### config.mk
export PLATFORM = sky130hd
export DESIGN_NAME = bf16_add_pipe
export DESIGN_NICKNAME = d
export VERILOG_FILES = /design/src/rtl/bf16_add_pipe.sv
export SDC_FILE = /design/constraint.sdc
export NUM_CORES = 1
export LEC_CHECK = 0
export CAP_MARGIN = 10
export CORE_ASPECT_RATIO = 1.4
export CORE_UTILIZATION = 29
export CTS_CLUSTER_SIZE = 14
export DETAILED_ROUTE_END_ITERATION = 10
export PLACE_DENSITY = 0.57
export SYNTH_ARGS = -nofsm -noshare
export SYNTH_HDL_FRONTEND = slang
export SYNTH_SLANG_ARGS = --single-unit
### constraint.sdc
create_clock -name clk_i -period 4.62 [get_ports clk_i]
set_input_delay 1.386 -clock clk_i [delete_from_list [all_inputs] [get_ports clk_i]]
set_output_delay 1.386 -clock clk_i [all_outputs]
set_load 0.005 [all_outputs]
### src/rtl/bf16_add_pipe.sv
// Three-stage pipelined bfloat16 adder/subtractor with a valid/ready handshake.
// Stage 1 classifies and aligns, stage 2 adds magnitudes, stage 3 normalizes,
// rounds and selects special results. A single global stall holds all stages.
module bf16_add_pipe (
  input  logic        clk_i,
  input  logic        rst_ni,
  input  logic        in_valid_i,
  output logic        in_ready_o,
  input  logic [15:0] a_i,
  input  logic [15:0] b_i,
  input  logic        sub_i,
  output logic        out_valid_o,
  input  logic        out_ready_i,
  output logic [15:0] result_o
);

  logic advance;
  assign advance    = !out_valid_o || out_ready_i;
  assign in_ready_o = advance;

  // Stage 1 combinational: unpack, classify, order by magnitude, align.
  logic       sb_eff;
  logic [7:0] ea, eb, el, es, diff;
  logic [6:0] ma, mb, ml, ms;
  logic       a_nan, b_nan, a_inf, b_inf, a_big, sl, ss;
  logic [10:0] sig_l, sig_s_full, sig_s_al, lost;

  assign sb_eff = b_i[15] ^ sub_i;
  assign ea     = a_i[14:7];
  assign eb     = b_i[14:7];
  // Subnormals flush to zero but keep their sign.
  assign ma     = (ea == 8'd0) ? 7'd0 : a_i[6:0];
  assign mb     = (eb == 8'd0) ? 7'd0 : b_i[6:0];
  assign a_nan  = (ea == 8'hFF) && (a_i[6:0] != 7'd0);
  assign b_nan  = (eb == 8'hFF) && (b_i[6:0] != 7'd0);
  assign a_inf  = (ea == 8'hFF) && (a_i[6:0] == 7'd0);
  assign b_inf  = (eb == 8'hFF) && (b_i[6:0] == 7'd0);
  assign a_big  = {ea, ma} >= {eb, mb};
  assign sl     = a_big ? a_i[15] : sb_eff;
  assign ss     = a_big ? sb_eff : a_i[15];
  assign el     = a_big ? ea : eb;
  assign es     = a_big ? eb : ea;
  assign ml     = a_big ? ma : mb;
  assign ms     = a_big ? mb : ma;
  assign diff   = el - es;
  assign sig_l      = {el != 8'd0, ml, 3'b000};
  assign sig_s_full = {es != 8'd0, ms, 3'b000};

  // Right-shift the smaller significand; shifted-out ones fold into sticky.
  always_comb begin
    sig_s_al = 11'd0;
    lost     = 11'd0;
    if (diff >= 8'd11) begin
      sig_s_al = {10'd0, |sig_s_full};
    end else begin
      sig_s_al    = sig_s_full >> diff;
      lost        = sig_s_full & ~(11'h7FF << diff);
      sig_s_al[0] = sig_s_al[0] | (|lost);
    end
  end

  logic        s1_valid_q, s1_sign_l_q, s1_sign_s_q;
  logic [7:0]  s1_exp_q;
  logic [10:0] s1_sig_l_q, s1_sig_s_q;
  logic        s1_nan_q, s1_inf_q, s1_inf_sign_q, s1_zero_both_q, s1_zero_sign_q;

  // Stage 1 register: aligned operands plus special-case flags.
  always_ff @(posedge clk_i or negedge rst_ni) begin
    if (!rst_ni) begin
      s1_valid_q     <= 1'b0;
      s1_sign_l_q    <= 1'b0;
      s1_sign_s_q    <= 1'b0;
      s1_exp_q       <= 8'd0;
      s1_sig_l_q     <= 11'd0;
      s1_sig_s_q     <= 11'd0;
      s1_nan_q       <= 1'b0;
      s1_inf_q       <= 1'b0;
      s1_inf_sign_q  <= 1'b0;
      s1_zero_both_q <= 1'b0;
      s1_zero_sign_q <= 1'b0;
    end else if (advance) begin
      s1_valid_q     <= in_valid_i;
      s1_sign_l_q    <= sl;
      s1_sign_s_q    <= ss;
      s1_exp_q       <= el;
      s1_sig_l_q     <= sig_l;
      s1_sig_s_q     <= sig_s_al;
      s1_nan_q       <= a_nan || b_nan || (a_inf && b_inf && (a_i[15] != sb_eff));
      s1_inf_q       <= a_inf || b_inf;
      s1_inf_sign_q  <= a_inf ? a_i[15] : sb_eff;
      s1_zero_both_q <= (ea == 8'd0) && (eb == 8'd0);
      s1_zero_sign_q <= a_i[15] & sb_eff;
    end
  end

  // Stage 2 combinational: magnitude add or subtract (larger operand first).
  logic        eff_sub;
  logic [11:0] mag;
  assign eff_sub = s1_sign_l_q ^ s1_sign_s_q;
  assign mag     = eff_sub ? ({1'b0, s1_sig_l_q} - {1'b0, s1_sig_s_q})
                           : ({1'b0, s1_sig_l_q} + {1'b0, s1_sig_s_q});

  logic        s2_valid_q, s2_sign_q;
  logic [7:0]  s2_exp_q;
  logic [11:0] s2_mag_q;
  logic        s2_nan_q, s2_inf_q, s2_inf_sign_q, s2_zero_both_q, s2_zero_sign_q;

  // Stage 2 register: raw magnitude, result sign and forwarded flags.
  always_ff @(posedge clk_i or negedge rst_ni) begin
    if (!rst_ni) begin
      s2_valid_q     <= 1'b0;
      s2_sign_q      <= 1'b0;
      s2_exp_q       <= 8'd0;
      s2_mag_q       <= 12'd0;
      s2_nan_q       <= 1'b0;
      s2_inf_q       <= 1'b0;
      s2_inf_sign_q  <= 1'b0;
      s2_zero_both_q <= 1'b0;
      s2_zero_sign_q <= 1'b0;
    end else if (advance) begin
      s2_valid_q     <= s1_valid_q;
      s2_sign_q      <= s1_sign_l_q;
      s2_exp_q       <= s1_exp_q;
      s2_mag_q       <= mag;
      s2_nan_q       <= s1_nan_q;
      s2_inf_q       <= s1_inf_q;
      s2_inf_sign_q  <= s1_inf_sign_q;
      s2_zero_both_q <= s1_zero_both_q;
      s2_zero_sign_q <= s1_zero_sign_q;
    end
  end

  // Stage 3 combinational: normalize, round to nearest even, pick specials.
  logic [3:0]  lzc;
  logic [10:0] norm;
  logic [9:0]  exp_n, exp_r;
  logic [8:0]  sig_r;
  logic [6:0]  mant;
  logic        round_up, exp_le0, exp_ge255;
  logic [15:0] res_d;

  always_comb begin
    lzc = 4'd11;
    for (int i = 0; i <= 10; i++) begin
      if (s2_mag_q[i]) lzc = 4'(10 - i);
    end
    if (s2_mag_q[11]) begin
      norm  = {s2_mag_q[11:2], s2_mag_q[1] | s2_mag_q[0]};
      exp_n = {2'b00, s2_exp_q} + 10'd1;
    end else begin
      norm  = s2_mag_q[10:0] << lzc;
      exp_n = {2'b00, s2_exp_q} - {6'd0, lzc};
    end
    round_up  = norm[2] & (norm[1] | norm[0] | norm[3]);
    sig_r     = {1'b0, norm[10:3]} + {8'd0, round_up};
    exp_r     = sig_r[8] ? exp_n + 10'd1 : exp_n;
    mant      = sig_r[8] ? sig_r[7:1] : sig_r[6:0];
    exp_ge255 = !exp_r[9] && (exp_r >= 10'd255);
    exp_le0   = exp_r[9] || (exp_r == 10'd0);
    if (s2_nan_q) begin
      res_d = 16'h7FC0;
    end else if (s2_inf_q) begin
      res_d = {s2_inf_sign_q, 15'h7F80};
    end else if (s2_mag_q == 12'd0) begin
      // Only two signed zeros give -0; exact cancellation gives +0.
      res_d = s2_zero_both_q ? {s2_zero_sign_q, 15'd0} : 16'h0000;
    end else if (exp_ge255) begin
      res_d = {s2_sign_q, 15'h7F80};
    end else if (exp_le0) begin
      res_d = {s2_sign_q, 15'd0};
    end else begin
      res_d = {s2_sign_q, exp_r[7:0], mant};
    end
  end

  // Stage 3 register: the output itself, frozen while the consumer stalls.
  always_ff @(posedge clk_i or negedge rst_ni) begin
    if (!rst_ni) begin
      out_valid_o <= 1'b0;
      result_o    <= 16'h0000;
    end else if (advance) begin
      out_valid_o <= s2_valid_q;
      result_o    <= res_d;
    end
  end

endmodule

Word-level counts from Yosys, hierarchy flattened

Cells that the tools add are included.
Widths: inputs -> output; s select.

Flip-flop bits (word level): 79
Input port bits: 37
Output and inout port bits: 18
Logic and storage cells: 107

Add/subtract/negate cells: 7
$lt $le $gt $ge: 3
Eq/ne operators: 3
Shift-type cells: 3
Mux-type cells: 32
Bitwise gates (word level): 10
Reductions and logical operators: 27

Operators by type and width:

| operator              | number |
|---|---|
| $mux 16               | 4 |
| $mux 4                | 10 |
| $mux 7                | 5 |
| $mux 15               | 2 |
| $mux 11               | 2 |
| $mux 10               | 2 |
| $eq 8x8->1 const B    | 2 |
| $logic_not 8->1       | 2 |
| $mux 8                | 2 |
| $reduce_bool 8->1     | 2 |
| $ge 15x15->1          | 1 |
| $logic_not 7->1       | 2 |
| $reduce_bool 7->1     | 2 |
| $add 11x11->12        | 1 |
| $logic_not 12->1      | 1 |
| $mux 12               | 1 |
| $sub 11x11->12        | 1 |
| $and 11x11->11        | 1 |
| $not 11->11           | 1 |
| $reduce_or 11->1      | 1 |
| $shl 11x4->11         | 1 |
| $shl 11x8->11 const A | 1 |
| $shr 11x8->11         | 1 |
| $add 10x1->10 const B | 1 |
| other kinds (16)      | 36 |

Depth between registers and ports, before layout

Depth after elaboration: 25
Mapped depth: 23

Least setup slack after synthesis

Ideal clock, no wire load.

Path type: input port to flip-flop
Start: in a_i[8]
End: reg s1_sig_s_q[8]
Setup time: 66 ps
Arrival: 5,765 ps
Data required time: 4,554 ps
Setup slack: -1,211 ps
Stages: 22
Buffers on the path: 4
Cells stage by stage: nor4_1 nand2_1 and2_1 ha_1 a21oi_1 a21oi_1 o31ai_2 nand2_2 clkbuf_1 clkbuf_1 clkbuf_1 nor2_1 a21oi_1 ha_1 a221o_1 nor4_1 o2111a_1 o21bai_1 or3_1 buf_2 nor2_2 a22o_1

Cells in the longest elaborated chain, start to end: 7
Elaborated cells between the ends (all ways): 11

Ends and longest elaborated chain:

| what                                             | line   | source |
|---|---|---|
| start: declaration                               | 9      | `input logic [15:0] a_i,` |
| $logic_not 8->1                                  | 32     | `assign ma = (ea == 8'd0) ? 7'd0 : a_i[6:0];` |
| $mux 7                                           | 32     |  |
| $ge 15x15->1                                     | 38     | `assign a_big = {ea, ma} >= {eb, mb};` |
| $mux 8 (on tied branches)                        | 41, 42 |  |
| $sub 8x8->8 or $reduce_bool 8->1 (tied branches) | 45, 47 |  |
| $ge 8x4->1 or $shr 11x8->11 (tied branches)      | 53, 56 |  |
| $mux 11 *                                        | 53     | `if (diff >= 8'd11) begin` |
| end signal: assignment                           | 87     | `s1_sig_s_q <= sig_s_al;` |
| end: declaration                                 | 64     | `logic [10:0] s1_sig_l_q, s1_sig_s_q;` |

Mark *: on every way between the ends. The rest lies on a longest branch, timed or not.
A chain may end at the register's enable or synchronous reset.

Final worst setup path

Start: in a_i[12]
End: reg s1_sig_s_q[7]

Same word-level chain as after synthesis.

==> reports/summary.txt <==
Outcome = finished with violations
Failing checks = negative setup slack
Critical path peak fanout = 8
Gr usage total = 16.8%
Hold_buf cts = 0
GRT overflow = 0
PD cells = 519 nW/µm²
Final wirelength = 20,100 µm
CTS sink count = 79
Slew HR = 41.8%
Post-synth top flop = dfrtp_1
Vias/cell = 5.14
Core Region = 23,300 µm²
Async S/R FF share, synth = 100%
Final setup violation count = 3
Synth Cell Area = 6910 µm²
Commonest cells post-synth = nand2_1, nor2_1, dfrtp_1, a21oi_1, o21ai_0
Worst-path cell with the longest stage delay = or3_4
Initial antenna violation count = 0
CP arrival = 4.97 ns
Top cells by area, synth = dfrtp_1, ha_1, nand2_1
Syn Inst Count = 860
H-tree depth = 3
Skew final = 0.00918 ns
CP most frequent cell = buf_6
Clock transition at path regs = 0.07 ns
Fin crit share = 101%
Final nets = 1,090
Fmax = 0.213 GHz
Worst min path class = flop to flop
RSZ-0062 raised after global routing = yes
TritonCTS Buffers = 9
Synth area leader = dfrtp_1
Gpl congestion = 0.966
FF-to-FF setup slack = 0.34 ns
Slew Viols, Final = 0
Post-synth EDFFs = 0
Largest net degree at the start of global routing = 70
Worst path cell trace = buf_6 > nor4_4 > nand2_4 > and2_4 > ha_4 > nand4_1 > nor2_2 > o31ai_4 > nand2_2 > nor2_1 > a21oi_1 > ha_2 > a221o_1 > buf_6 > a31oi_4 > xnor2_2 > o21bai_4 > or3_4 > nor2_4 > a22o_1
DR iter-0 viols = 353
Area growth, synth to finish = 33.6%
CTS tree = done
Vias in the first global route = 6,708
Total power = 0.00479 W
Critical path data required time = 4.91 ns
Global-route wire length before repair = 32,900 µm
Top-count cell post-synth = nand2_1
Max VDD drop = 0.208 mV
Chip height = 185 µm
Post-Route Utilization = 39.6%
Critical path launch point type = input port
Residual DRC = 0
DR pass1 iterations = 4
Clk_lat worst skew = 0.34 ns
Root buffer cell = clkbuf_16
Inserted Diodes = 0
# rows = 66
Layout cell share with drive strength beyond 1 = 25.8%
DP HPWL = 15,600 µm
Synth warn = 0
Die width = 132 µm
Crit. End Element = flop
Synth unique cells = 88
Port bufs = 54
#FFs+latches synth = 79
Mapped Avg Cell Area = 8.03 µm²
Least-Margin Pin Slew = 0.867 ns
Via Count = 6,784
Die area = 24,400 µm²
DR WL/cell = 15.2 µm
Synth top area share = 28.6%
Sequential share of the synthesized area = 28.6%
Setup WS pre-CTS = -0.967 ns
Max Cap Viol = 0
Setup slack after layout = -0.0649 ns
Effective utilization at floorplan = 29.7%
Leak Pwr = 3.99 nW
CTS Buffer Depth = 2
Post-synth net total = 940
Final hold viol count = 0
Boundary pin count = 55
Critical path class = input port to flop
# fillers = 2,440
Final min period = 4.68 ns
Worst stage delay on the critical path = 0.45 ns
Antenna-violating nets left = 0
[routing by layer]
metal	part of all wire, %	wire length [µm]	GRT usage, %	vias up
met5	0	0	0	-
met4	2.3	469	6.85	0
met3	2.6	516	1.62	37
met2	55	11000	32.6	141
met1	41	8150	18.5	3172
li1	-	-	-	3434
[path summary, 6_finish.rpt]
kind | endpoint | cells past startpoint | from
max in group asynchronous | s2_exp_q[1] | 2 | rst_ni
min in group asynchronous | s1_sig_s_q[7] | 1 | rst_ni
worst min-delay path | out_valid_o | 1 | s2_valid_q
worst max register to register | result_o[1] | 18 | s2_mag_q[7]
worst min register to register | out_valid_o | 1 | s2_valid_q
worst max-delay path | s1_sig_s_q[7] | 20 | a_i[12]
[final cells by class]
class                      count  area, µm²  share of cell area (%)
clock buffer                  11        253                    2.74
clock inverter                 5       40.0                   0.434
multi-input combinational    699       4980                    54.0
inverter                      41        154                    1.67
timing repair buffer         180       1440                    15.6
sequential                    79       1980                    21.4
tap                          306        383                    4.15
[worst max-delay path: cells and delay by family]
kind            cells  cell delay [ns]
xor+xnor            1             0.10
buf+inv             2             0.25
fa+ha+maj           2             0.40
simple gates        9             1.69
compound gates      6             1.12
[metrics by stage]
| step | hold slack (ns) | TNS (ns) | cells | area (µm²) |
|---|---|---|---|---|
| after floorplan | 0.430 | -6.06 | 860 | 7100 |
| after global placement | 0.442 | -7.88 | 1294 | 8670 |
| after detailed placement | 0.454 | -9.09 | 1294 | 8670 |
| after CTS | 0.465 | -0.0190 | 1318 | 9090 |
| after global routing | 0.491 | -1.42 | 1321 | 9230 |
| final | 0.461 | -0.124 | 1321 | 9230 |
[power breakdown]
part	total [W]	switching [W]	internal [W]	leakage, nW
Clock	0.000695	0.000297	0.000398	0.146
Combinational	0.00292	0.00159	0.00133	2.88
Sequential	0.00117	0.000260	0.000914	0.963
Total	0.00479	0.00215	0.00264	3.99
[sequential cells by signal (all words and copies together) (netlist names)]
signal          count
s1_zero_both_q      1
s1_zero_sign_q      1
s2_inf_sign_q       1
out_valid_o         1
s1_sig_s_q         11
s2_zero_sign_q      1
s2_sign_q           1
s2_mag_q           12
s1_exp_q            8
s2_exp_q            8
s1_inf_sign_q       1
s1_sig_l_q          8
s2_valid_q          1
s2_inf_q            1
result_o           16
s2_zero_both_q      1
s1_sign_l_q         1
s1_inf_q            1
s1_valid_q          1
s2_nan_q            1
s1_sign_s_q         1
s1_nan_q            1
[cells in the final DEF (no fill, tap or decap), drive strengths merged, types with 5 or more instances in the layout]
cell type        n
a211oi           5
a21o             6
a21oi           62
a221oi           5
a22o             8
a31oi           11
a32o             6
and2            12
and3            10
buf            139
clkbuf          13
clkdlybuf4s50   37
dfrtp           79
ha              41
inv             43
mux2             7
mux2i           25
nand2          129
nand2b           8
nand3           20
nand4            9
nor2            84
nor2b           11
nor3            20
nor4            17
o211ai           8
o21a            11
o21ai           58
o21bai           9
o221a            7
o22ai           13
o31ai            5
or2              5
xnor2           18
xor2            16
[cell families after synthesis]
logic type	count (synthesis)	synth area share (%)
and+or+nand+nor	340	24.2
AOI/OAI and AO/OA	249	24.9
buffers and inverters	82	4.85
DFF	79	28.6
adders and majority gates	43	8.01
xor gates and xnor gates	34	4.31
muxes	33	5.09
[what timing repair did]
item / 4_1_cts / 5_1_grt
endpoints found under the hold margin: 0 / 0
pin swaps: 27 / 35
endpoints found under the setup margin: 11 / 17
setup buffers: 8 / 4
gates cloned: 0 / 0
resized for setup: 77 / 37
No activity file was read; power rests on OpenSTA's default activity.
